--- src/rtl/pea_result_reader.sv ---
// Drains paired result/status words from the PEA output FIFOs onto a host valid/ready stream.
// Optional build macro PEA_READER_STATUS_FILTER_EN drops pairs with nonzero status instead of forwarding them.
module pea_result_reader #(
    parameter int width     = 32,
    parameter int pop_width = 1,
    parameter int cnt_width = 16,
    parameter int timeout   = 16
) (
    input  logic                 clk,
    input  logic                 rst,
    input  logic                 enable,
    input  logic                 clr,
    input  logic [pop_width-1:0] result_pop,
    input  logic [pop_width-1:0] status_pop,
    input  logic [width-1:0]     result_data,
    input  logic [width-1:0]     status_data,
    output logic                 rd_en_result,
    output logic                 rd_en_status,
    output logic                 out_valid,
    input  logic                 out_ready,
    output logic [width-1:0]     out_result,
    output logic [width-1:0]     out_status,
    output logic                 busy,
    output logic                 desync,
    output logic [cnt_width-1:0] txn_count,
    output logic [cnt_width-1:0] err_count
);

    localparam int SKEW_W = $clog2(timeout + 1);
    localparam logic [SKEW_W-1:0]    SKEW_MAX  = SKEW_W'(timeout);
    localparam logic [SKEW_W-1:0]    SKEW_LAST = SKEW_W'(timeout - 1);
    localparam logic [SKEW_W-1:0]    SKEW_ONE  = SKEW_W'(1);
    localparam logic [cnt_width-1:0] CNT_ONE   = cnt_width'(1);

    typedef enum logic [1:0] {
        IDLE    = 2'd0,
        POP     = 2'd1,
        CAPTURE = 2'd2,
        SEND    = 2'd3
    } state_t;

    state_t                 state_q, state_d;
    logic                   rd_en_q, rd_en_d;
    logic                   out_valid_q, out_valid_d;
    logic [width-1:0]       out_result_q, out_result_d;
    logic [width-1:0]       out_status_q, out_status_d;
    logic                   busy_q, busy_d;
    logic                   desync_q, desync_d;
    logic [cnt_width-1:0]   txn_q, txn_d;
    logic [cnt_width-1:0]   err_q, err_d;
    logic [SKEW_W-1:0]      skew_q, skew_d;

    logic result_nz;
    logic status_nz;
    logic status_err;

    assign result_nz  = (result_pop != '0);
    assign status_nz  = (status_pop != '0);
    assign status_err = (status_data != '0);

    always_comb begin
        state_d      = state_q;
        rd_en_d      = 1'b0;
        out_valid_d  = out_valid_q;
        out_result_d = out_result_q;
        out_status_d = out_status_q;
        desync_d     = desync_q;
        txn_d        = txn_q;
        err_d        = err_q;
        skew_d       = skew_q;

        case (state_q)
            IDLE: begin
                // Skew only tracks while idle; during a transaction the populations legitimately move.
                if (result_nz ^ status_nz) begin
                    if (skew_q >= SKEW_LAST) begin
                        skew_d   = SKEW_MAX;
                        desync_d = 1'b1;
                    end else begin
                        skew_d = skew_q + SKEW_ONE;
                    end
                end else begin
                    skew_d = '0;
                end
                if (enable && result_nz && status_nz && !desync_q) begin
                    state_d = POP;
                    rd_en_d = 1'b1;
                end
            end
            POP: begin
                state_d = CAPTURE;
            end
            CAPTURE: begin
                out_result_d = result_data;
                out_status_d = status_data;
                if (txn_q != '1) begin
                    txn_d = txn_q + CNT_ONE;
                end
                if (status_err && (err_q != '1)) begin
                    err_d = err_q + CNT_ONE;
                end
`ifdef PEA_READER_STATUS_FILTER_EN
                if (status_err) begin
                    state_d = IDLE;
                end else begin
                    state_d     = SEND;
                    out_valid_d = 1'b1;
                end
`else
                state_d     = SEND;
                out_valid_d = 1'b1;
`endif
            end
            SEND: begin
                if (out_ready) begin
                    state_d     = IDLE;
                    out_valid_d = 1'b0;
                end
            end
            default: begin
                state_d     = IDLE;
                out_valid_d = 1'b0;
            end
        endcase

        // Clear overrides any same-cycle counter increment or desync detection.
        if (clr) begin
            txn_d    = '0;
            err_d    = '0;
            desync_d = 1'b0;
            skew_d   = '0;
        end

        busy_d = (state_d != IDLE);
    end

    always_ff @(posedge clk or negedge rst) begin
        if (!rst) begin
            state_q      <= IDLE;
            rd_en_q      <= 1'b0;
            out_valid_q  <= 1'b0;
            out_result_q <= '0;
            out_status_q <= '0;
            busy_q       <= 1'b0;
            desync_q     <= 1'b0;
            txn_q        <= '0;
            err_q        <= '0;
            skew_q       <= '0;
        end else begin
            state_q      <= state_d;
            rd_en_q      <= rd_en_d;
            out_valid_q  <= out_valid_d;
            out_result_q <= out_result_d;
            out_status_q <= out_status_d;
            busy_q       <= busy_d;
            desync_q     <= desync_d;
            txn_q        <= txn_d;
            err_q        <= err_d;
            skew_q       <= skew_d;
        end
    end

    assign rd_en_result = rd_en_q;
    assign rd_en_status = rd_en_q;
    assign out_valid    = out_valid_q;
    assign out_result   = out_result_q;
    assign out_status   = out_status_q;
    assign busy         = busy_q;
    assign desync       = desync_q;
    assign txn_count    = txn_q;
    assign err_count    = err_q;

endmodule

--- config.mk ---
export PLATFORM = sky130hd
export DESIGN_NAME = pea_result_reader
export DESIGN_NICKNAME = d
export VERILOG_FILES = /design/src/rtl/pea_result_reader.sv
export SDC_FILE = /design/constraint.sdc
export NUM_CORES = 1
export LEC_CHECK = 0
export ABC_AREA = 1
export BUFFER_PORTS_ARGS = -buffer_cell sky130_fd_sc_hd__buf_2
export CELL_PAD_IN_SITES_DETAIL_PLACEMENT = 1
export CELL_PAD_IN_SITES_GLOBAL_PLACEMENT = 1
export CORE_MARGIN = 8
export CORE_UTILIZATION = 35
export CTS_CLUSTER_DIAMETER = 200
export DETAILED_ROUTE_END_ITERATION = 8
export PLACE_DENSITY_LB_ADDON = 0.05
export SKIP_LAST_GASP = 1
export SYNTH_ARGS = -nofsm -noshare
export SYNTH_HDL_FRONTEND = slang
export SYNTH_SLANG_ARGS = --single-unit
--- constraint.sdc ---
create_clock -name clk -period 4.3 [get_ports clk]
set_input_delay 0 -clock clk [delete_from_list [all_inputs] [get_ports clk]]
set_output_delay 0 -clock clk [all_outputs]
set_load 0.01 [all_outputs]
# Word-level counts from Yosys, hierarchy flattened
# Index checks and enable logic that the tools add are counted.
dict set report classes {
  addsub 3
  order_cmp 1
  n_eq_ne 6
  n_mux 21
  bitwise 1
  n_reduce_logical 19
}
# op count
set ops {}
lappend ops {{2-to-1 mux 16 bit} 6}
lappend ops {{adder 16 x 1 -> 16 bit, second input constant} 2}
lappend ops {{!= test 16 bit, second input constant} 2}
lappend ops {{nonzero test 32 bit} 1}
lappend ops {{2-to-1 mux 5 bit} 4}
lappend ops {{nonzero test 2 bit} 8}
lappend ops {{case mux 2 bit (4 select lines)} 1}
lappend ops {{2-to-1 mux 1 bit} 7}
lappend ops {{AND reduction 2 bit} 3}
lappend ops {{adder 5 x 1 -> 5 bit, second input constant} 1}
lappend ops {{>= comparator 5 x 4 -> 1 bit, second input constant} 1}
lappend ops {{== test 2 bit, second input constant} 2}
lappend ops {{logical AND 1 bit} 4}
lappend ops {{2-to-1 mux 2 bit} 2}
lappend ops {{AND reduction 3 bit} 1}
lappend ops {{== test 2 x 1 -> 1 bit, second input constant} 1}
lappend ops {{logical NOT 2 bit} 1}
lappend ops {{!= test 2 bit, second input constant} 1}
lappend ops {{case mux 1 bit (2 select lines)} 1}
lappend ops {{logical NOT 1 bit} 1}
lappend ops {{XOR 1 bit} 1}
dict set report totals {
  register_bits 107
}

# Longest topological paths before layout
dict set report logic_depth {
  ltp_word 6
  ltp_mapped 10
  mapped_depth_nobuf 9
}

# Least setup slack after synthesis
# Ideal clock, no wire load.
dict set report synth_path {
  path_type {flip-flop to flip-flop}
  startpoint {register err_q[0], in the netlist err_count[0]}
  endpoint {register err_q[10], in the netlist err_count[10]}
  arrival_ns 1.596
  required_time_ns 4.234
  slack_ns 2.638
  stages_incl_launch_ff 10
  path_buffers 1
  period_less_slack_ns 1.662
  path_cell_list {dfrtp_1 > ha_1 > nand2_1 > nor2_2 > nand3_1 > nor2_2 > nor2_1 > buf_2 > nand4_1 > nand2_1}
}
dict set report synth_via {
  elab_chain_len 4
}
# element line
set synth_lines {}
lappend synth_lines {{from (decl)} 50} ;# logic [cnt_width-1:0] err_q, err_d;
lappend synth_lines {{from (signal assigned)} 158} ;# err_q <= err_d;
lappend synth_lines {{adder 16 x 1 -> 16 bit or != test 16 bit (tied branches)} {100, 99}}
lappend synth_lines {{2-to-1 mux 16 bit or logical AND 1 bit (tied branches)} 99} ;# if (status_err && (err_q != '1)) begin
lappend synth_lines {{2-to-1 mux 16 bit or nonzero test 2 bit (tied branches)} n/a}
lappend synth_lines {{2-to-1 mux 16 bit or AND reduction 2 bit (tied branches)} n/a}
# Several ways; a longest one is shown, not always the timed one. The select of a mux whose other input is x is not followed.
# A chain may end at the register's enable or synchronous reset.

# Worst setup path in the final report
dict set report layout_path {
  startpoint {register err_q[0], in the netlist err_count[0]}
  endpoint {register err_q[5], in the netlist err_count[5]}
}
# The elaborated chain is that of the path after synthesis.

==> flow_results.org <==
** Clock tree
- After clock tree synthesis, the clock-pin slew on the worst setup and hold paths is 0.07 ns.
- Largest buffer count on any clock path :: 2
- Later-pin clock latency in the skew report :: approximately 0.35 ns
- In this run the clock root is driven by a clkbuf_16.
- Clock tree synthesis found a total of roughly 110 sinks.
- TritonCTS built the clock tree.
- Gates resized during post-CTS repair numbered 0.
- In this run, CTS created clock tree buffers numbering 9.
- Number of H-tree branching levels :: 3

** Timing
- Upper clock frequency limit :: 0.439 GHz
- Setup violations remaining at the end of the flow were counted as 0.
- The final number of hold-violating endpoints was 0.
- Max Transition Viols Final :: 0
- After routing, the total negative slack on setup checks comes to 0 ns.
- Crit path time final :: 2.28 ns
- Worst Hold Margin :: about 0.025 ns
- Setup repair after global routing left no endpoint under its margin.
- Worst Clk Skew :: approximately 0.0038 ns
- Least-Margin Pin Slew :: about 1.3 ns
- The worst path uses a little over half of the clock period.
- In this run the tightest slew margin relative to its limit is 12.3%.

** Routing
- For this run, design rule violations remaining after detail routing come to 0.
- Number of vias per cell after detailed routing :: slightly below 5
- The first TritonRoute pass finished after 4 iterations.
- The final layout contains routed wiring with a total length of 18.1 mm.
- Total number of vias :: between 5000 and 6000
- Average wire per standard cell :: approximately 17 um
- After the first detailed-routing iteration, the DRC count stood at ~210.
- The count of nets left with antenna violations once routing finished came out at 0.

** Placed design
- Counting tap cells, the placed design contains a total of around 1000 instances.
- The congestion estimate from routability-driven global placement came to between 0.7 and 0.8.
- In this run the tool buffered the top-level ports with 171 buffer cells.
- The wire-length estimate of the detail-placed layout is about 12 mm.

** Finish
- Post-layout nets :: 974
- Fillers :: roughly 1800
- Compared with the post-synthesis result, the final layout area differs by 39.1%.
- Final instance count without filler cells :: between 1000 and 1500
- The sequential cells in the finished layout cover a total of 0.00268 mm2.
- Summing all multi-input logic gate instances after layout gives about 0.0022 mm2.
- In the final layout, the share of cells above drive strength 1 is a little under a quarter.
- Final core area utilization :: 49.5%

** Pwr
- Per report_power, the clock group accounts for 23.3% of the total.
- IR analysis of the VDD net gives a maximum drop of around 0.26 mV.
- Total power :: ~4000 uW
- In this run, the combinational gates consume about 37% of the power.
- For this design the static power due to leakage is 0.00389 uW.
- Switching power :: 1580 uW
- Sequential cells account for between 30% and 40% of the total power.
- Internal power comes to between 2000 and 2500 uW.
- Power spread over the standard cell area amounts to roughly 550 mW/mm2.
- Of the total power, the share spent switching nets is between 30% and 40%.

** Synth
- For this run, the number of Yosys warnings is 0.
- Synthesis produced between 600 and 700 cells.
- Commonest register cell after synthesis :: dfrtp_1
- Number of enable-type register cells in the synthesized netlist :: 0
- The synthesized netlist contains 33 unique library cells.
- Netlist Area Pre-Place :: between 0.005 and 0.006 mm2
- Share of flip-flops with an asynchronous set or reset :: 100%
- For this run, the register share of the synthesized area comes to between 50 and 60%.
- Number of nets produced by synthesis :: 745
- Flip-flop and latch count after synthesis :: 107
- Cell types occupying the most area after synthesis :: dfrtp_1 52%, nand2_1 22%, nor2_1 4.9%, nand3_1 4.1%, nand4_1 3.0%
- Post-Synthesis Mean Instance Area :: about 7.7 um2
- Cell type contributing the most total cell area after synthesis :: dfrtp_1
- Most frequent cell after synthesis :: nand2_1
- Share of the synthesized area in the top cell type :: 52.0%
- Commonest cells in the synthesized netlist :: 303 x nand2_1, 107 x dfrtp_1, 67 x nor2_1, 42 x nand3_1, 41 x inv_1

** Job
- Across the run, the number of max-cap violations was 0.

** GRT
- Maximum number of pins on one net before global-route repair :: 80
- Global routing used about a fifth of the available tracks across all layers.
- Global route overflow :: 0
- Number of global-route vias before repair :: 5616
- The number of antenna violations at the first check in global routing is 1.
- Global-route wire length before repair :: 29.5 mm

** Die
- The floorplan has 44 rows.
- The total area inside the core boundary comes to 0.0145 mm2.
- Die H :: around 140 um
- The die covers about 0.019 mm2.
- For this design the top-level I/O count stands at approximately 170.
- Once the floorplan was initialized, standard cells occupied between 30% and 40% of the core.
- The die is around 140 um wide.

** Outcome
- Status :: finished, final reports clean

** Worst setup path
- Largest driver fanout on the critical path :: 16
- Data on the critical path arrives at its endpoint at about 2.6 ns.
- Setup crit end kind :: flip-flop
- CP Class :: flip-flop to flip-flop
- Data on the critical path is required at its endpoint by 4.59 ns.
- Nature of the critical path startpoint :: flip-flop

** Min path
- Min-delay worst type :: input pin to flip-flop
-- timing repair --
item,in CTS,in global routing
hold endpoints to repair,140,0
hold buffers,68,0
setup buffers,0,0
-- stage by stage --
step	worst slack [ns]	cell area, um2
2_1_floorplan	2.64	5150
3_3_place_gp	2.15	6150
3_5_place_dp	2.01	6150
4_1_cts	2.00	7160
5_1_grt	1.76	7160
6_report	2.02	7160
-- cell type report --
type	instances	share of cell area [%]
Clock inverter	5	1.19
Tap cell	184	3.21
Sequential cell	107	37.4
Inverter	43	2.25
Multi-Input combinational cell	496	30.7
Timing Repair Buffer	242	21.8
Clock buffer	11	3.39
Antenna cell	1	0.0349
-- flip-flops by register name, summed over array words and instances, names as in the netlist --
| signal | count |
|---|---|
| out_result | 32 |
| out_status | 32 |
| err_count | 16 |
| txn_count | 16 |
| skew_q | 5 |
| state_q | 2 |
| busy | 1 |
| desync | 1 |
| out_valid | 1 |
| rd_en_result | 1 |
-- layer usage --
layer	routed length (um)	global-route usage, %
met5	0	0
met4	199	4.89
met3	1190	6.71
met2	9390	35.6
met1	7300	21.9
-- power groups by stage --
stage / Sequential (uW) / Combinational (uW) / Clock, uW
3_3_place_gp: 1560 / 1390 / 0
5_1_grt: 1610 / 1670 / 985
6_report: 1560 / 1480 / 922
4_1_cts: 1560 / 1490 / 951
2_1_floorplan: 1690 / 655 / 0
3_5_place_dp: 1570 / 1440 / 0
-- logic make-up after synthesis --
family	after synthesis	synth area share (%)
simple gates	452	36.5
flops	107	52.0
fa+ha+maj	4	0.972
xor+xnor	14	2.38
buf+inv	67	5.22
compound gates	26	2.97
-- critical path: stages (launching register included) --
cell and delay (ns):
dfrtp_1 0.42, ha_1 0.25, nand2_1 0.11, nor2_2 0.07, nand3_1 0.12, nor2_2 0.06, nor2_1 0.87, nand4_1 0.20
nand2_1 0.12
-- path summary, 6_finish.rpt --
| path | cells past startpoint | slack (ns) | to | from |
|---|---|---|---|---|
| max in group asynchronous | 3 | 2.91 | err_count[14] | rst |
| hold reg to reg | 2 | 0.47 | out_status[6] | out_status[6] |
| hold / removal | 5 | 0.02 | rd_en_result | result_pop |
| setup / recovery | 8 | 2.02 | err_count[5] | err_count[0] |
| setup reg to reg | 8 | 2.02 | err_count[5] | err_count[0] |
| min in group asynchronous | 2 | 0.33 | txn_count[13] | rst |
-- placed cells by master (no fill, tap or decap), types with 2 or more instances in the layout --
master / synthesis / routed
o21ai_0: 16 / 16
buf_2: 2 / 170
bufinv_16: 0 / 2
dfrtp_1: 107 / 107
nor2_4: 3 / 3
nand4_1: 25 / 25
ha_1: 4 / 4
or2_2: 2 / 2
inv_1: 41 / 41
buf_4: 2 / 4
a21oi_1: 3 / 3
inv_2: 2 / 2
nand2_1: 303 / 303
xnor2_1: 4 / 4
clkbuf_16: 0 / 9
xor2_1: 10 / 10
nand3_2: 2 / 2
nand3_1: 42 / 42
dlygate4sd3_1: 0 / 68
nor2_2: 3 / 3
nor2_1: 67 / 67
Note: power is estimated with default switching activity, not from simulation.
